<file path="config.mk">
export PLATFORM = sky130hd
export DESIGN_NAME = instr_fetch
export DESIGN_NICKNAME = d
export VERILOG_FILES = /design/src/rtl/mips_pkg.sv /design/src/rtl/fetch_slot.sv /design/src/rtl/instr_fetch.sv
export SDC_FILE = /design/constraint.sdc
export NUM_CORES = 1
export LEC_CHECK = 0
export CORE_MARGIN = 10
export CORE_UTILIZATION = 30
export DETAILED_ROUTE_END_ITERATION = 12
export GPL_ROUTABILITY_DRIVEN = 0
export PLACE_DENSITY_LB_ADDON = 0.1
export SLEW_MARGIN = 40
export SYNTH_ARGS = -nofsm -noshare
export SYNTH_HDL_FRONTEND = slang
export SYNTH_HIERARCHICAL = 1
export SYNTH_SLANG_ARGS = --single-unit
</file>
<file path="constraint.sdc">
create_clock -name clk -period 1.9 [get_ports clk]
set_input_delay 0.19 -clock clk [delete_from_list [all_inputs] [get_ports clk]]
set_output_delay 0.19 -clock clk [all_outputs]
set_load 0.01 [all_outputs]
</file>
<file path="src/rtl/mips_pkg.sv">
// rtl/mips_pkg.sv - shared MIPS definitions: fetch FSM states, reset PC, instruction fields, opcodes
package mips_pkg;

    typedef enum logic [1:0] {
        S_REQ  = 2'd0,
        S_WAIT = 2'd1,
        S_DROP = 2'd2,
        S_HALT = 2'd3
    } fetch_state_t;

    localparam logic [31:0] DEFAULT_RESET_PC = 32'h0000_0000;

    localparam int OPCODE_MSB = 31;
    localparam int OPCODE_LSB = 26;
    localparam int FUNC_MSB   = 5;
    localparam int FUNC_LSB   = 0;

    localparam logic [5:0] OP_RTYPE = 6'h00;
    localparam logic [5:0] OP_J     = 6'h02;
    localparam logic [5:0] OP_JAL   = 6'h03;
    localparam logic [5:0] OP_BEQ   = 6'h04;
    localparam logic [5:0] OP_BNE   = 6'h05;
    localparam logic [5:0] OP_ADDI  = 6'h08;
    localparam logic [5:0] OP_LW    = 6'h23;
    localparam logic [5:0] OP_SW    = 6'h2B;

    localparam logic [5:0] FN_JR  = 6'h08;
    localparam logic [5:0] FN_ADD = 6'h20;
    localparam logic [5:0] FN_SUB = 6'h22;
    localparam logic [5:0] FN_AND = 6'h24;
    localparam logic [5:0] FN_OR  = 6'h25;
    localparam logic [5:0] FN_SLT = 6'h2A;

    function automatic logic [5:0] opcode_of(input logic [31:0] instr);
        return instr[OPCODE_MSB:OPCODE_LSB];
    endfunction

    function automatic logic [5:0] func_of(input logic [31:0] instr);
        return instr[FUNC_MSB:FUNC_LSB];
    endfunction

endpackage

</file>
<file path="src/rtl/fetch_slot.sv">
// rtl/fetch_slot.sv - single-entry valid/ready output register holding a fetched instruction and its PC
module fetch_slot (
    input  logic        clk,
    input  logic        rst,
    input  logic        load,
    input  logic        flush,
    input  logic        ready,
    input  logic [31:0] load_instr,
    input  logic [31:0] load_pc,
    output logic        valid,
    output logic [31:0] instr,
    output logic [31:0] pc,
    output logic [31:0] pc_plus4
);

    // Flush wins over a same-cycle load so a redirect discards the arriving word.
    always_ff @(posedge clk) begin
        if (rst) begin
            valid <= 1'b0;
            instr <= 32'h0;
            pc    <= 32'h0;
        end else if (flush) begin
            valid <= 1'b0;
        end else if (load) begin
            valid <= 1'b1;
            instr <= load_instr;
            pc    <= load_pc;
        end else if (ready) begin
            valid <= 1'b0;
        end
    end

    assign pc_plus4 = pc + 32'd4;

endmodule

</file>
<file path="src/rtl/instr_fetch.sv">
// rtl/instr_fetch.sv - MIPS fetch stage: PC, single outstanding imem read, redirect flush; option FETCH_ALIGN_CHECK_EN
module instr_fetch
    import mips_pkg::*;
#(
    parameter logic [31:0] RESET_PC = DEFAULT_RESET_PC
) (
    input  logic        clk,
    input  logic        rst,
    output logic        imem_req,
    output logic [31:0] imem_addr,
    input  logic        imem_rvalid,
    input  logic [31:0] imem_rdata,
    input  logic        redirect_valid,
    input  logic [31:0] redirect_pc,
    output logic        id_valid,
    input  logic        id_ready,
    output logic [31:0] id_instr,
    output logic [31:0] id_pc,
    output logic [31:0] id_pc_plus4,
    output logic        fetch_misalign
);

    fetch_state_t state, state_next;
    logic [31:0]  pc, pc_next;
    logic [31:0]  redirect_target;
    logic         redirect_take;
    logic         misalign_hit;
    logic         req_now;
    logic         outstanding;
    logic         slot_load;
    logic         slot_flush;

    assign redirect_take = redirect_valid && (state != S_HALT);

`ifdef FETCH_ALIGN_CHECK_EN
    assign redirect_target = redirect_pc;
    assign misalign_hit    = redirect_take && (redirect_pc[1:0] != 2'b00);

    always_ff @(posedge clk) begin
        if (rst)
            fetch_misalign <= 1'b0;
        else if (misalign_hit)
            fetch_misalign <= 1'b1;
    end
`else
    logic unused_redirect_lsb;
    assign unused_redirect_lsb = ^redirect_pc[1:0];
    assign redirect_target     = {redirect_pc[31:2], 2'b00};
    assign misalign_hit        = 1'b0;
    assign fetch_misalign      = 1'b0;
`endif

    always_comb begin
        req_now     = !rst && (state == S_REQ) && (!id_valid || id_ready);
        state_next  = state;
        pc_next     = pc;
        slot_load   = 1'b0;
        slot_flush  = 1'b0;
        outstanding = 1'b0;

        case (state)
            S_REQ:  if (req_now) state_next = S_WAIT;
            S_WAIT: if (imem_rvalid) begin
                        slot_load  = 1'b1;
                        pc_next    = pc + 32'd4;
                        state_next = S_REQ;
                    end
            S_DROP: if (imem_rvalid) state_next = S_REQ;
            default: state_next = S_HALT;
        endcase

        // A redirect must still account for a read that stays in flight past this cycle.
        if (redirect_take) begin
            slot_load   = 1'b0;
            slot_flush  = 1'b1;
            outstanding = ((state == S_WAIT || state == S_DROP) && !imem_rvalid)
                        || ((state == S_REQ) && req_now);
            if (misalign_hit) begin
                pc_next    = pc;
                state_next = S_HALT;
            end else begin
                pc_next    = redirect_target;
                state_next = outstanding ? S_DROP : S_REQ;
            end
        end
    end

    always_ff @(posedge clk) begin
        if (rst) begin
            state <= S_REQ;
            pc    <= RESET_PC;
        end else begin
            state <= state_next;
            pc    <= pc_next;
        end
    end

    assign imem_req  = req_now;
    assign imem_addr = pc;

    fetch_slot u_slot (
        .clk        (clk),
        .rst        (rst),
        .load       (slot_load),
        .flush      (slot_flush),
        .ready      (id_ready),
        .load_instr (imem_rdata),
        .load_pc    (pc),
        .valid      (id_valid),
        .instr      (id_instr),
        .pc         (id_pc),
        .pc_plus4   (id_pc_plus4)
    );

endmodule

</file>
== Yosys cells after proc, flatten, opt, wreduce, memory -nomap -nowiden ==
Cells that the tools add are included.

* Add/subtract/negate cells: 2
* Equality and inequality tests: 5
* Multiplexer cells: 14
* Bitwise gates (word level): 1
* Reductions and logical operators: 22

{| class="wikitable"
|+ Operators with widths
! kind !! number
|-
| $mux 32 || 3
|-
| $add 32x3->32 const B || 2
|-
| $mux 2 || 4
|-
| $reduce_and 2->1 || 4
|-
| $mux 1 || 6
|-
| $reduce_bool 2->1 || 3
|-
| $reduce_or 2->1 || 3
|-
| $logic_and 1x1->1 || 5
|-
| $pmux 2 s2 || 1
|-
| $logic_not 1->1 || 3
|-
| $logic_or 1x1->1 || 3
|-
| $ne 3x1->1 const B || 1
|-
| $ne 3x3->1 const B || 1
|-
| $eq 2x1->1 const B || 1
|-
| $eq 2x2->1 const B || 1
|-
| $logic_not 2->1 || 1
|-
| $ne 2x2->1 const B || 1
|-
| $not 1->1 || 1
|}

* Register bits: 99
* Bits of input ports: 69
* Output and inout bits: 131
* Logic and storage cells: 50

== Longest topological paths before layout ==
Gate-level depths: netlist (run 1).

* Depth in word-level cells: 7
* Depth in mapped cells: 10

== Cells and area by module ==
Netlist (run 1), hierarchy kept.

{| class="wikitable"
|+ By module, submodules not included
! module !! times used !! cells each !! area an instance (sq um) !! sequential area each (sq um)
|-
| fetch_slot || 1 || 375 || 2846.5 || 1301.2
|-
| instr_fetch || 1 || 218 || 1884.3 || 640.6
|}

== Worst setup path before layout (run 1) ==
OpenSTA, ideal clock, no wires.

* Kind: reg-to-reg
* Start: register state[0]
* End: register u_slot.pc[10]
* Setup time: 70 ps
* Arrival: 2012 ps
* Data required time: 1830 ps
* Setup slack: -183 ps
* Stages on the path, launching flop included: 11
* Buffers on the path: 2
* Cells stage by stage: dfxtp_1 > ha_1 > inv_1 > nand2_1 > clkinv_1 > nor2_1 > nor2b_1 > clkbuf_1 > buf_1 > nand2_1 > a21oi_1

* Elaborated cells between the ends (all ways): 8
* Classes of those cells: eq/ne (2); mux (3); bitwise (1); reduce/logical (2)

{| class="wikitable"
|+ RTL lines
! item !! line !! source
|-
| start: declaration || instr_fetch.sv:23 || <nowiki>fetch_state_t state, state_next;</nowiki>
|-
| start signal: assignment || instr_fetch.sv:93 || <nowiki>state <= state_next;</nowiki>
|-
| $ne 2x2->1 || instr_fetch.sv:33 || <nowiki>assign redirect_take = redirect_valid && (state != S_HALT);</nowiki>
|-
| $logic_and 1x1->1 || instr_fetch.sv:33 ||
|-
| net redirect_take || instr_fetch.sv:26 || <nowiki>logic redirect_take;</nowiki>
|-
| $mux 1 || instr_fetch.sv:73 || <nowiki>if (redirect_take) begin</nowiki>
|-
| net slot_load || instr_fetch.sv:30 || <nowiki>logic slot_load;</nowiki>
|-
| $reduce_and 2->1 (no line) || -- ||
|-
| end signal: assignment || fetch_slot.sv:27 || <nowiki>pc <= load_pc;</nowiki>
|-
| end: declaration || fetch_slot.sv:12 || <nowiki>output logic [31:0] pc,</nowiki>
|}

The timed path passes the listed nets, and every way through them passes these cells.
A chain may end at the register's enable or synchronous reset.

== Final worst setup path (run 1) ==
* Start: register u_slot.pc[2]
* End: output port id_pc_plus4[23]

* Longest elaborated chain between the ends: 1

{| class="wikitable"
|+ Ends and longest elaborated chain
! item !! line !! source
|-
| $add 32x3->32 || fetch_slot.sv:33 || <nowiki>assign pc_plus4 = pc + 32'd4;</nowiki>
|-
| end: declaration || instr_fetch.sv:19 || <nowiki>output logic [31:0] id_pc_plus4,</nowiki>
|}

Every way passes these cells.

==> impl_metrics.tcl, run 1 <==
set metrics [dict create \
    cts_max_level 3 \
    crit_slowest_cell "or3_4" \
    grt-ovfl-total 0 \
    nFillCells 1467 \
    cts_tree "built" \
    placedInstanceArea_um2 7410 \
    grt_pass1_vias 5084 \
    core_area_um2 15300 \
    wl_met1_mm 8.10 \
    hold_viol 0 \
    yosysTopAreaCellShare_pct 41.0 \
    pwr-share-clk_pct 42.6 \
    wl_met2_mm 8.74 \
    dieWidth_um 146 \
    leakagePower_uw 0.00324 \
    area_delta_synth_final_pct 72.2 \
    status "finished, violations left" \
    comb_power_share_pct 13.5 \
    place_inst 1037 \
    startpoint_type "flop" \
    drt_wl_total_mm 18.1 \
    via_count 5052 \
    grt_max_degree 88 \
    max_freq_mhz 473 \
    clk_path_buf_depth 2 \
    root_buffer "clkbuf_16" \
    violations "setup timing" \
    period_share_pct 111 \
    pwr-share-seq_pct 43.9 \
    critical_path_class "reg2out" \
    drv_cap 0 \
    grt_pass1_wl_mm 28.1 \
    pin_count 200 \
    final_cell_mix "clkdlybuf4s50_1, nand2_1, dfxtp_1" \
    power_per_cell_area_nw_per_um2 604 \
    fin_crit_ns 2.11 \
    gr-usage-all-layers_pct 16.2 \
    die_h_um 146 \
    dp_hpwl_mm 13.4 \
    fin_cells 1074 \
    ys_seq_elements 97 \
    seq_area_frac_synth_pct 41.0 \
    die_area_um2 21200 \
    skew_ns 0.00474 \
    start_util_pct 30.9 \
    drc 0 \
    layout.nets 932 \
    cp_max_fo 3 \
    synthArstFlopShare_pct 0 \
    cp.required_ns 1.71 \
    ys.flop_type "dfxtp_1" \
    io_buffers 194 \
    critPathArrivalTime_ns 1.92 \
    total_power_uw 4920 \
    drive_above_1_share_pct 23.4 \
    p_switching_uw 1150 \
    min_path_type "in2reg" \
    finalSetupViolCount 20 \
    rows 45 \
    layout_commonest_cell "clkdlybuf4s50_1" \
    dr.pass1.iters 4 \
    path_cells "nand2_2 -> or3_4 -> buf_6 -> buf_6 -> nor4_4 -> xor2_1 -> buf_2" \
    routedWlPerCell_um 16.9 \
    met3_wirelength_mm 1.07 \
    syn-cell-area_um2 4730 \
    drt-initial-drc-count 268 \
    cpMostUsedCell "buf_6" \
    slowest_delay_ns 0.42 \
    layout_setup_ws_ns -0.212 \
    synth_area_leaders "dfxtp_1, nand2_1, a21oi_1" \
    via_per_inst 4.70 \
    maxSlewViolCount 0 \
    synth_top_cell_by_area "dfxtp_1" \
    yosys.cell_types.count 45 \
    whs_path_depth 2 \
    switching_share_pct 23.3 \
    internal_power_uw 3780 \
    postSynthCellCount 593 \
    top_layer_used "met4" \
    cts_buffers 9 \
    ir_worst_vdd_mv 0.349 \
    clk_pin_slew_ns 0.06 \
    ys_warn_count 6 \
    hold_buffers 0 \
    clock_sinks 97 \
    grt_setup_unrepaired "true" \
    design_area_um2 8150 \
    clk_latency_ns 0.34 \
    antenna_found_initial 1 \
    synth-edff-count 0 \
    r2r_cells 10 \
    ant_nets 0 \
    setup.worst_path.end_class "output port" \
    syn_area_per_cell_um2 7.98 \
]
## area by class of cell
| cell class | count | area, um2 | area share, % |
|---|---|---|---|
| clock buffers | 10 | 239 | 2.93 |
| multi-input cells | 451 | 2830 | 34.7 |
| clock inverters | 5 | 104 | 1.27 |
| well taps | 211 | 264 | 3.24 |
| inverters | 11 | 42.5 | 0.522 |
| diodes | 1 | 2.50 | 0.0307 |
| flip-flops and latches | 97 | 1950 | 24.0 |
| repair buffers | 288 | 2720 | 33.3 |
## worst max-delay path: cells and delay by family (launching register included)
family / cells / cell delay [ns]
xor gates and xnor gates: 1 / 0.17
buffers and inverters: 3 / 0.41
DFF: 1 / 0.35
and+or+nand+nor: 3 / 0.65
## power groups by stage
stage                     Combinational [uW]  Clock, uW  Sequential (uW)
after floorplan                          211          0             2240
after global placement                   651          0             2200
after detailed placement                 658          0             2200
after CTS                                659       2150             2160
after global routing                     723       2240             2170
final                                    666       2100             2160
## sequential cells by signal, summed over array words and instances, names as in the netlist
register and count:
u_slot/valid 1, imem_addr 30, state 2, u_slot/pc 32
u_slot/instr 32
## Yosys cell counts (2+ instances only)
library cell,count
a22oi_1,2
nor4_1,6
a211oi_1,18
nand4_2,3
o21ai_0,2
nor3_1,10
xnor2_1,20
inv_1,10
nand3_1,21
nor2_1,39
a311oi_1,3
or3_1,2
nand3_2,2
nor4_4,2
nor2b_1,3
nand2b_1,2
ha_1,5
and4_1,7
dfxtp_1,97
o22ai_1,2
nand4_1,9
a21oi_1,67
nor4_2,5
nand2_2,2
and3_1,8
buf_4,5
clkbuf_1,24
buf_2,2
a22o_1,2
and2_1,3
a211oi_2,6
xor2_1,36
nand2_1,150
buf_1,7
## per-layer routing
layer | vias up | GRT usage (%)
li1 | 2540 | -
met1 | 2365 | 19.6
met3 | 15 | 5.31
met5 | - | 0
met4 | 0 | 4.04
met2 | 132 | 27.1
## kinds of logic after synthesis
logic type | after synthesis | synth area share [%]
flops | 97 | 41.0
other cells | 1 | 0.0793
xor+xnor | 56 | 10.4
compound gates | 103 | 13.4
simple gates | 280 | 29.0
mux | 1 | 0.212
buf+inv | 50 | 4.58
fa+ha+maj | 5 | 1.32
## stage by stage
| step | setup slack, ns | setup TNS, ns | hold WS, ns | util [%] |
|---|---|---|---|---|
| after global placement | -0.224 | -3.07 | 0.441 | 48.4 |
| after global routing | -0.304 | -4.41 | 0.141 | 53.2 |
| after floorplan | 0.0974 | 0 | 0.315 | - |
| after detailed placement | -0.309 | -4.42 | 0.446 | 48.4 |
| final | -0.212 | -2.12 | 0.147 | 53.2 |
| after CTS | -0.265 | -2.55 | 0.136 | 51.7 |
## final timing paths
kind,start,end,slack [ns]
setup / recovery,u_slot/pc[2]$_SDFFE_PP0P_,id_pc_plus4[23],-0.21
hold / removal,rst,imem_addr[28]$_SDFFE_PP0P_,0.15
setup reg to reg,state[1]$_SDFFE_PP0P_,u_slot/pc[27]$_SDFFE_PP0P_,0.13
hold reg to reg,u_slot/instr[5]$_SDFFE_PP0P_,u_slot/instr[5]$_SDFFE_PP0P_,0.45
## timing repair
| item | 4_1_cts | 5_1_grt |
|---|---|---|
| pin swaps | 21 | 7 |
| setup buffers | 12 | 5 |
| endpoints found under the setup margin | 29 | 91 |
| gates resized for setup | 132 | 30 |
| gates cloned | 1 | 3 |
Note: power is estimated with default switching activity, not from simulation.
==> run 2: changes to the inputs <==
--- a/config.mk
+++ b/config.mk
@@ -7,9 +7,11 @@
 export LEC_CHECK = 0
 export CORE_MARGIN = 10
 export CORE_UTILIZATION = 30
+export CTS_BUF_LIST = sky130_fd_sc_hd__clkbuf_2 sky130_fd_sc_hd__clkbuf_4 sky130_fd_sc_hd__clkbuf_8
 export DETAILED_ROUTE_END_ITERATION = 12
 export GPL_ROUTABILITY_DRIVEN = 0
 export PLACE_DENSITY_LB_ADDON = 0.1
+export REMOVE_ABC_BUFFERS = 1
 export SLEW_MARGIN = 40
 export SYNTH_ARGS = -nofsm -noshare
 export SYNTH_HDL_FRONTEND = slang
==> run 2 against run 1 <==
Net effect: the run still ends with setup timing left; global-route usage hardly changed; non-clock buffer count increased by 5; hold slack gained 0.20 ns; first-iteration DRC count is 1.5% higher; cell count rose by 0.37%; highest routed layer unchanged; critical path depth unchanged; largest cell class unchanged; sequential power about the same; sequential share of layout area grew 0.24 points; die area unchanged; clock skew grew 0.0022 ns.
==> impl_metrics.tcl, run 2 (synthesized netlist as in run 1, its figures left out) <==
set metrics [dict create \
    status "finished, violations left" \
    violations "setup timing" \
    hold_viol 0 \
    drt-initial-drc-count 272 \
    ir_worst_vdd_mv 0.309 \
    clk_path_buf_depth 2 \
    drt_wl_total_mm 18.6 \
    n_antenna_cell 0 \
    drv_cap 0 \
    start_util_pct 30.9 \
    cp.required_ns 1.71 \
    ant_nets 0 \
    cts_buffers 9 \
    leakagePower_uw 0.00325 \
    clk_latency_ns 0.38 \
    cp_max_fo 7 \
    path_cells "buf_6 -> nand2_2 -> or3_4 -> buf_6 -> nor4_4 -> xor2_1 -> buf_2" \
    die_h_um 146 \
    dr.pass1.iters 4 \
    final-seq-area_um2 1960 \
    critical_path_class "reg2out" \
    cp_num_buf_inv 3 \
    grt_max_degree 97 \
    grt_pass1_wl_mm 28.0 \
    final_cell_mix "clkdlybuf4s50_1, nand2_1, dfxtp_1" \
    multi_input_area_um2 2880 \
    grt_pass1_vias 5227 \
    clk_pin_slew_ns 0.09 \
    cpMostUsedCell "buf_6" \
    via_per_inst 4.71 \
    layout_commonest_cell "clkdlybuf4s50_1" \
    setup.worst_path.end_class "output port" \
    r2r_cells 11 \
    grt_setup_unrepaired "true" \
    dieWidth_um 146 \
    antenna_found_initial 0 \
    gr-usage-all-layers_pct 16.2 \
    maxSlewViolCount 0 \
    slowest_delay_ns 0.43 \
    cts_max_level 3 \
    whs_path_depth 3 \
    root_buffer "clkbuf_8" \
    power_per_cell_area_nw_per_um2 522 \
    drc 0 \
    max_freq_mhz 459 \
    layout.nets 936 \
    skew_ns 0.00690 \
    cp.depth 7 \
    cts_tree "built" \
    cp_top_family "simple AND/OR/NAND/NOR gates" \
    post-place-ws_ns -0.370 \
    period_share_pct 115 \
    rrSetupSlack_ns 0.12 \
    crit_slowest_cell "or3_4" \
    critPathArrivalTime_ns 1.99 \
    drive_above_1_share_pct 24.0 \
    pin_count 200 \
    core_area_um2 15300 \
    total_power_uw 4220 \
    layout_setup_ws_ns -0.278 \
    clock_sinks 97 \
    routedWlPerCell_um 17.2 \
    dp_hpwl_mm 13.4 \
    grt-ovfl-total 0 \
    io_buffers 194 \
    fin_crit_ns 2.18 \
    whs_ns 0.349 \
    nFillCells 1496 \
    startpoint_type "flop" \
    finalSetupViolCount 20 \
    via_count 5073 \
    min_path_type "in2reg" \
    rows 45 \
    area_delta_synth_final_pct 71.0 \
    die_area_um2 21200 \
]
[run 2: cell types whose count changed in the layout (fill, tap and decap cells not counted), sizes merged]
| cell | previous run | this run |
|---|---|---|
| buf | 113 | 120 |
| bufinv | 3 | 1 |
| clkinvlp | 0 | 2 |
| clkdlybuf4s15 | 1 | 2 |
| diode | 1 | 0 |
| dlygate4sd2 | 4 | 3 |
| dlymetal6s2s | 1 | 0 |
| or3 | 4 | 3 |
[run 2: worst paths after layout]
path                                 start                            end
max              u_slot/pc[3]$_SDFFE_PP0P_                id_pc_plus4[21]
min                          imem_rdata[6]   u_slot/instr[6]$_SDFFE_PP0P_
max reg2reg          state[0]$_SDFFE_PP0P_     u_slot/pc[25]$_SDFFE_PP0P_
min reg2reg  u_slot/instr[10]$_SDFFE_PP0P_  u_slot/instr[10]$_SDFFE_PP0P_
[run 2: worst min-delay path, delay by kind of cell]
kind	cells	cell delay, ns
buffers and inverters	1	0.39
AND/OR/NAND/NOR	1	0.05
AO/OA/AOI/OAI	1	0.05
[run 2: where the power goes]
part / switching, uW / internal [uW] / leakage (uW)
logic: 290 / 372 / 0.00236
clock network: 742 / 655 / 0.0000987
registers: 68.1 / 2090 / 0.000794
[run 2: layer usage]
metal	part of all wire [%]	wire length, um	vias to the layer above	global-route usage (%)
met5	0	0	-	0
met4	1.4	260	0	5.21
met3	5.3	983	12	4.47
met2	51	9510	121	28.7
met1	42	7810	2401	18.4
li1	-	-	2539	-
[run 2: repair_timing]
action / 4_1_cts / 5_1_grt
gates resized for setup: 138 / 45
buffers inserted: 5 / 7
cloned: 0 / 3
setup endpoints to repair: 29 / 68
hold buffers: 0 / 0
pin swaps: 9 / 25
[run 2: area by class of cell]
class                   instances  area share [%]
flip-flops and latches         97            24.2
multi-input cells             450            35.5
clock buffers                  11            1.79
well taps                     211            3.26
repair buffers                293            34.0
clock inverters                 5           0.681
inverters                      11           0.510
[run 2: per-stage QoR]
| step | cell area [um2] | cells | util, % | setup TNS [ns] |
|---|---|---|---|---|
| after floorplan | 4570 | 558 | - | -183.85 |
| after global placement | 7490 | 1047 | 48.9 | -4.79 |
| after detailed placement | 7490 | 1047 | 48.9 | -5.78 |
| after CTS | 7770 | 1068 | 50.7 | -4.35 |
| after global routing | 8090 | 1078 | 52.8 | -5.91 |
| final | 8090 | 1078 | 52.8 | -3.70 |
==> run 3: changes to the inputs <==
==> constraint.sdc (replaced) <==
create_clock -name clk -period 1.9 [get_ports clk]
set_input_delay 0.19 -clock clk [delete_from_list [all_inputs] [get_ports clk]]
set_output_delay 0.19 -clock clk [all_outputs]
set_load 0.05 [all_outputs]
==> run 3 against run 2 <==
Net effect: the run still ends with setup timing left; non-clock buffer count is 9 lower; cell area is 6.0% higher; sequential share of layout area is 1.3 points lower; highest routed layer unchanged; clock power is 8% lower; register-to-register slack worse by 0.05 ns.
==> impl_metrics.tcl, run 3 (synthesized netlist as in run 1, its figures left out) <==
set metrics [dict create \
    r2r-end "u_slot/instr[7]$_SDFFE_PP0P_" \
    die_h_um 146 \
    maxSlewViolCount 0 \
    startpoint_type "flop" \
    p_switching_uw 1370 \
    comb_power_share_pct 20.1 \
    clock_sinks 97 \
    tightest_slew_ns 0.624 \
    layout_commonest_cell "nand2_1" \
    final_cell_mix "nand2_1, clkdlybuf4s50_1, buf_4" \
    skew_ns 0.0127 \
    pwr-share-clk_pct 29.9 \
    grt_pass1_wl_mm 28.1 \
    cts_tree "built" \
    internal_power_uw 2950 \
    drt_wl_total_mm 18.8 \
    drt-initial-drc-count 217 \
    pwr-share-seq_pct 50.0 \
    grt_pass1_vias 5167 \
    dp_hpwl_mm 13.4 \
    rrSetupSlack_ns 0.07 \
    tns_ns -5.61 \
    clk_latency_ns 0.39 \
    rows 45 \
    status "finished, violations left" \
    dr.pass1.iters 4 \
    area_delta_synth_final_pct 81.2 \
    cts_buffers 9 \
    finalSetupViolCount 23 \
    clk_pin_slew_ns 0.10 \
    root_buffer "clkbuf_8" \
    setup.worst_path.end_class "output port" \
    slew_headroom_pct 58.4 \
    gr-usage-all-layers_pct 16.3 \
    power_per_cell_area_nw_per_um2 504 \
    place_inst 1037 \
    start_util_pct 30.9 \
    via_count 5127 \
    grt_setup_unrepaired "true" \
    critical_path_class "reg2out" \
    r2r-start "state[0]$_SDFFE_PP0P_" \
    layout.nets 927 \
    grt-ovfl-total 0 \
    period_share_pct 119 \
    clk_path_buf_depth 2 \
    dieWidth_um 146 \
    ant_nets 0 \
    fin_crit_ns 2.26 \
    cp_max_fo 6 \
    leakagePower_uw 0.00363 \
    r2r_cells 10 \
    drive_above_1_share_pct 29.1 \
    via_per_inst 4.79 \
    drv_cap 0 \
    cp.required_ns 1.71 \
    io_buffers 194 \
    drc 0 \
    max_freq_mhz 442 \
    core_area_um2 15300 \
    critPathArrivalTime_ns 2.07 \
    fin_cells 1070 \
    violations "setup timing" \
    hold_viol 0 \
    ir_worst_vdd_mv 0.297 \
    switching_share_pct 31.8 \
    endpoint "id_pc_plus4[25]" \
    routedWlPerCell_um 17.5 \
    antenna_found_initial 0 \
    pin_count 200 \
    layout_setup_ws_ns -0.362 \
    min_path_type "in2reg" \
    die_area_um2 21200 \
    crit_start "u_slot/pc[8]$_SDFFE_PP0P_" \
    grt_max_degree 56 \
    nFillCells 1412 \
    cts_max_level 3 \
]
[run 3: changes by cell type in the layout (fill, tap and decap cells not counted), moves of 4 or more]
cell	before	now
clkdlybuf4s50_1	164	113
buf_2	23	0
buf_12	8	24
buf_4	80	96
dlygate4sd2_1	3	19
dlymetal6s2s_1	0	13
clkbuf_16	3	11
xnor2_1	19	11
xor2_1	36	29
xor2_2	0	7
dfxtp_1	88	83
xnor2_2	1	6
dfxtp_2	7	11
[run 3: how the worst min path moves through the flow]
stage / startpoint / to / slack [ns] / cells past startpoint
after floorplan: rst / imem_addr[17]$_SDFFE_PP0P_ / 0.25 / 1
after global placement: u_slot/instr[26]$_SDFFE_PP0P_ / u_slot/instr[26]$_SDFFE_PP0P_ / 0.44 / 2
after CTS: rst / u_slot/pc[29]$_SDFFE_PP0P_ / 0.05 / 2
after global routing: rst / imem_addr[31]$_SDFFE_PP0P_ / 0.08 / 2
final: rst / u_slot/pc[29]$_SDFFE_PP0P_ / 0.07 / 2
after detailed placement: u_slot/instr[14]$_SDFFE_PP0P_ / u_slot/instr[14]$_SDFFE_PP0P_ / 0.45 / 2
[run 3: critical path, cell delays in order (launching register included)]
cell	delay (ns)
dfxtp_2	0.35
nand3_2	0.07
or3_4	0.46
buf_4	0.18
nor4_4	0.13
xor2_1	0.29
buf_12	0.18
[run 3: through the flow]
| step | cell area, um2 | setup WS, ns | utilization, % | total power (uW) | hold slack, ns |
|---|---|---|---|---|---|
| 3_5_place_dp | 7610 | -0.192 | 49.7 | 3060 | 0.447 |
| 4_1_cts | 8180 | -0.381 | 53.4 | 4350 | 0.0493 |
| 6_report | 8570 | -0.362 | 56.0 | 4320 | 0.0727 |
| 2_1_floorplan | 4570 | -2.82 | - | 2610 | 0.255 |
| 5_1_grt | 8570 | -0.439 | 56.0 | 4510 | 0.0790 |
| 3_3_place_gp | 7610 | -0.119 | 49.7 | 3050 | 0.441 |
[run 3: area by class of cell]
type	count	area [um2]	area share [%]
clock buffer	9	124	1.45
timing repair buffer	284	3070	35.8
clock inverter	7	52.6	0.613
antenna	1	2.50	0.0292
tap	211	264	3.08
sequential	97	1970	22.9
inverter	11	41.3	0.482
multi-input combinational	450	3050	35.6
[run 3: power by group through the flow]
stage	Clock [uW]	Combinational, uW	Sequential, uW
CTS	1340	853	2160
floorplan	0	199	2410
global route	1420	920	2170
finish	1290	868	2160
global placement	0	845	2200
detailed placement	0	853	2210
[run 3: timing repair]
action | 4_1_cts | 5_1_grt
pin swaps | 25 | 19
gates cloned | 0 | 3
hold buffers | 0 | 0
resized for setup | 89 | 68
setup buffers | 6 | 8
endpoints found under the hold margin | 0 | 0
setup endpoints to repair | 42 | 71
[run 3: routing by layer]
metal	vias to the layer above	global-route usage [%]	part of all wire [%]
met3	14	4.16	5.3
met5	-	0	0
met4	0	5.51	1.5
met1	2448	19.0	43
li1	2525	-	-
met2	140	28.2	51
